===== src/rtl/mem_burst_pkg.sv =====
// Shared types for the memory-burst sequencer: FSM state encoding and burst mode values.
package mem_burst_pkg;

  typedef enum logic [2:0] {
    IDLE = 3'd0,
    CS0  = 3'd1,
    DATA = 3'd2,
    CS1  = 3'd3,
    REDY = 3'd4
  } state_t;

  localparam logic MODE_WR = 1'b0;
  localparam logic MODE_RD = 1'b1;

endpackage


===== src/rtl/mem_burst_seq_sync_bit.sv =====
// Single-bit synchroniser: SYNC-stage flop chain cleared by reset.
module sync_bit #(
  parameter int SYNC = 2
) (
  input  logic clk,
  input  logic rst,
  input  logic d,
  output logic q
);

  logic [SYNC-1:0] chain_reg;

  always_ff @(posedge clk or posedge rst) begin
    if (rst) begin
      chain_reg <= '0;
    end else begin
      chain_reg <= {chain_reg[SYNC-2:0], d};
    end
  end

  assign q = chain_reg[SYNC-1];

endmodule


===== src/rtl/mem_burst_seq.sv =====
// Memory-burst sequencer: chip-select setup, write/read burst of run-time length, hold gap,
// then a req/ack level handshake.
module mem_burst_seq
  import mem_burst_pkg::*;
#(
  parameter int AW    = 5,
  parameter int CW    = 6,
  parameter int SETUP = 3,
  parameter int HOLD  = 3,
  parameter int SYNC  = 2
) (
  input  logic          clk,
  input  logic          rst,
  input  logic          req,
  input  logic          mode,
  input  logic [AW-1:0] base,
  input  logic [CW-1:0] len,
  output logic          ack,
  output logic          busy,
  output logic          csn,
  output logic          we,
  output logic          re,
  output logic [AW-1:0] addr,
  output logic [CW-1:0] st
);

  localparam logic [CW-1:0] SETUP_C = CW'(SETUP);
  localparam logic [CW-1:0] HOLD_C  = CW'(HOLD);
  localparam logic [CW-1:0] ONE_C   = CW'(1);

  state_t        state_reg, state_next;
  logic [CW-1:0] cnt_reg, cnt_next;
  logic          mode_reg, mode_next;
  logic [AW-1:0] base_reg, base_next;
  logic [CW-1:0] len_reg, len_next;
  logic          rs;

  sync_bit #(.SYNC(SYNC)) u_req_sync (
    .clk (clk),
    .rst (rst),
    .d   (req),
    .q   (rs)
  );

  // cnt_next defaults to zero so the counter clears on every state exit.
  always_comb begin
    state_next = state_reg;
    cnt_next   = '0;
    mode_next  = mode_reg;
    base_next  = base_reg;
    len_next   = len_reg;
    case (state_reg)
      IDLE: begin
        if (rs) begin
          state_next = CS0;
          mode_next  = mode;
          base_next  = base;
          len_next   = (len == '0) ? ONE_C : len;
        end
      end
      CS0: begin
        if (cnt_reg >= SETUP_C) state_next = DATA;
        else                    cnt_next   = cnt_reg + ONE_C;
      end
      DATA: begin
        // Losing req aborts after the beat in flight; the hold gap still runs.
        if ((cnt_reg >= len_reg - ONE_C) || !rs) state_next = CS1;
        else                                     cnt_next   = cnt_reg + ONE_C;
      end
      CS1: begin
        if (cnt_reg >= HOLD_C) state_next = rs ? REDY : IDLE;
        else                   cnt_next   = cnt_reg + ONE_C;
      end
      REDY: begin
        if (!rs) state_next = IDLE;
      end
      default: state_next = IDLE;
    endcase
  end

  always_ff @(posedge clk or posedge rst) begin
    if (rst) begin
      state_reg <= IDLE;
      cnt_reg   <= '0;
      mode_reg  <= MODE_WR;
      base_reg  <= '0;
      len_reg   <= '0;
    end else begin
      state_reg <= state_next;
      cnt_reg   <= cnt_next;
      mode_reg  <= mode_next;
      base_reg  <= base_next;
      len_reg   <= len_next;
    end
  end

  // Memory-side outputs follow the state held before the edge, one cycle behind it.
  always_ff @(posedge clk or posedge rst) begin
    if (rst) begin
      csn  <= 1'b1;
      we   <= 1'b0;
      re   <= 1'b0;
      addr <= '0;
    end else begin
      csn <= !((state_reg == CS0) || (state_reg == DATA));
      we  <= (state_reg == DATA) && (mode_reg == MODE_WR);
      re  <= (state_reg == DATA) && (mode_reg == MODE_RD);
      if (state_reg == DATA) begin
        addr <= base_reg + AW'(cnt_reg);
      end
    end
  end

  assign ack  = (state_reg == REDY);
  assign busy = (state_reg != IDLE);
  assign st   = cnt_reg;

endmodule


===== config.mk =====
export PLATFORM = sky130hd
export DESIGN_NAME = mem_burst_seq
export DESIGN_NICKNAME = d
export VERILOG_FILES = /design/src/rtl/mem_burst_pkg.sv /design/src/rtl/mem_burst_seq_sync_bit.sv /design/src/rtl/mem_burst_seq.sv
export SDC_FILE = /design/constraint.sdc
export NUM_CORES = 1
export LEC_CHECK = 0
export ABC_AREA = 1
export BUFFER_PORTS_ARGS = -buffer_cell sky130_fd_sc_hd__buf_2
export CAP_MARGIN = 20
export CORE_MARGIN = 2
export CORE_UTILIZATION = 54
export DETAILED_ROUTE_END_ITERATION = 8
export PLACE_DENSITY = 0.78
export REMOVE_ABC_BUFFERS = 1
export SLEW_MARGIN = 10
export SYNTH_ARGS = -nofsm -noshare
export SYNTH_HDL_FRONTEND = slang
export SYNTH_SLANG_ARGS = --single-unit

===== constraint.sdc =====
create_clock -name clk -period 2.3 [get_ports clk]
set_input_delay 0 -clock clk [delete_from_list [all_inputs] [get_ports clk]]
set_output_delay 0 -clock clk [all_outputs]
set_load 0.005 [all_outputs]

==> flow_summary.toml <==
[outcome]
status = "complete, no violations"

[floorplanning]
core_area_sq_mm = 0.00298
dieArea_sq_mm = 0.00353
initial_core_util = 0.557
rows = 20
die_y_um = 59.4
die_w_um = 59.4
io_pins = 31

[timing]
finalSetupViolCount = 0
setup_tns_ns = 0
period_share = 0.873
rsz0062_at_grt = "no"
skew_ns = 0.00584
period_minus_slack_ns = 2.01
report.final.slew_viol_count = 0
worst_slew_pin_slew_ns = 0.408
hold_violations = 0
slew_headroom = 0.727
fmax_mhz = 498

[synthesis]
ys_ff_latch = 31
synthTopCellsByArea = "dfrtp_1, ha_1, nand2_1, inv_1, nor2_1"
synth.top_cell.area_share = 0.452
netlist_instances = 187
yosys.area.top_type = "dfrtp_1"
syn_area_per_cell_sq_um = 8.87
synth-seq-area-share = 0.468
ys_types = 28
synth_area_sq_mm = 0.00166
ys_warn_count = 0

[cts]
cts_max_path_buffers = 2
insertion_delay_ns = 0.34
clockRootBuffer = "clkbuf_4"
hold_buffers = 14
ctsResizeCount = 0
clock_sinks = 31
cts_tree = "built"
cts_buffers = 5
htreeDepth = 2
postCtsSetupBuffers = 0
clk_pin_slew_ns = 0.10

[routing]
vias_per_cell = 5.07
wire_per_inst_um = 12.1
vias = 1373
dr.first_iter.drc_count = 44
antenna_left = 0
drc = 0
dr.pass1.iters = 4
drt-total-wl_um = 3290

[final_layout]
postLayoutCoreUtil = 0.692
antenna_cells = 0
stdcell_count = 271
final_cell_mix = "nand2_1, dfrtp_1, buf_2"
syn2layout_area_growth_pct = 24.2
layout_commonest_cell = "nand2_1"
num-nets-final = 265
fill_cells = 242
drive_above_1_share = 0.214

[job]
drv_cap = 0

[power_and_ir_drop]
pwr-share-seq = 0.394
p_int_uw = 1380
ir_worst_vdd_v = 0.000646
clockPowerShare = 0.166
switchingPower_uw = 900
cellLeakagePower_uw = 0.00110
swShare = 0.394
power_density_mw_per_mm2 = 1110
p_comb_frac = 0.440

[grt]
grt_pass1_wl_um = 5550
track_usage = 0.217
grt_max_degree = 32
grt_pass1_vias = 1246
antenna_found_initial = 0
overflow = 0

[critical_path]
cp_max_fo = 10
path_class = "reg2reg"
end_kind = "register"
start_kind = "register"
arrival_ns = 2.25
critPathRequiredTime_ns = 2.54

[place]
io_buffers = 30
gp_congestion = 0.836
dp_hpwl_um = 2300
dp_cells = 249

[hold_path]
hp-class = "in2async"
[power by group through the flow]
stage	Sequential (uW)	Combinational, uW	Clock [uW]
floorplan	888	715	0
global placement	907	945	0
detailed placement	912	982	0
CTS	902	1020	385
global route	934	1170	408
finish	901	1000	379
[critical path: stages (launching register included)]
cell      delay, ns
dfrtp_1        0.41
nor3_1         0.30
nand3_1        0.13
xnor2_1        0.17
inv_1          0.06
ha_1           0.29
nand2_1        0.06
o21bai_1       0.18
nand3_4        0.15
nand2_1        0.07
nand2_1        0.06
nand2_1        0.04
[cell usage after synthesis]
| master | number |
|---|---|
| nor3_2 | 1 |
| nand3_2 | 1 |
| a21boi_1 | 1 |
| ha_1 | 12 |
| nand3_1 | 9 |
| nor2_1 | 18 |
| nor2_2 | 2 |
| o21bai_1 | 1 |
| nand3b_1 | 2 |
| xor2_1 | 5 |
| mux2_2 | 5 |
| inv_1 | 27 |
| dfstp_2 | 1 |
| nor4_1 | 1 |
| inv_2 | 1 |
| fa_1 | 1 |
| a21oi_1 | 12 |
| nand2_1 | 40 |
| nand4_1 | 2 |
| dfrtp_1 | 30 |
| a21o_1 | 1 |
| nor3_1 | 3 |
| a31oi_1 | 1 |
| nand3_4 | 1 |
| xnor2_1 | 3 |
| o21ai_0 | 3 |
| buf_2 | 2 |
| o21ai_1 | 1 |
[final timing paths]
path	from	endpoint	slack (ns)	depth (start not counted)
max	len_reg[0]	state_reg[1]	0.29	11
max reg2reg	len_reg[0]	state_reg[1]	0.29	11
min	rst	we	0.28	4
min in group clk	req	u_req_sync.chain_reg[0]	0.29	2
min reg2reg	u_req_sync.chain_reg[0]	u_req_sync.chain_reg[1]	0.36	0
max in group asynchronous	rst	csn	1.70	4
[final cells by class]
class / count / area, sq um / share of cell area
sequential: 31 / 777 / 0.377
multi-input combinational: 126 / 767 / 0.372
timing repair buffer: 45 / 298 / 0.145
inverter: 28 / 105 / 0.0510
clock buffer: 7 / 65.1 / 0.0316
tap: 33 / 41.3 / 0.0200
clock inverter: 1 / 7.51 / 0.00364
[cell families after synthesis]
logic type | count (synthesis) | synth area share
flip-flops | 31 | 0.468
adder cells (fa/ha/maj) | 13 | 0.103
XOR/XNOR | 8 | 0.0422
buffers and inverters | 30 | 0.0694
AO/OA/AOI/OAI | 20 | 0.0656
AND/OR/NAND/NOR | 80 | 0.218
multiplexers | 5 | 0.0339
[metrics by stage]
| step | cell area (sq um) | setup WS [ns] | hold WS (ns) | power, uW |
|---|---|---|---|---|
| after floorplan | 1650 | 0.463 | 0.0314 | 1600 |
| after global placement | 1850 | 0.399 | 0.0948 | 1850 |
| after detailed placement | 1850 | 0.308 | 0.103 | 1890 |
| after CTS | 2060 | 0.298 | 0.271 | 2310 |
| after global routing | 2060 | 0.0990 | 0.283 | 2510 |
| final | 2060 | 0.293 | 0.280 | 2280 |
[per-layer routing]
layer	routed length, um	GRT usage
met5	0	0
met4	65	0.0974
met3	152	0.0459
met2	1470	0.325
met1	1600	0.301
(Power assumes the default switching activity.)
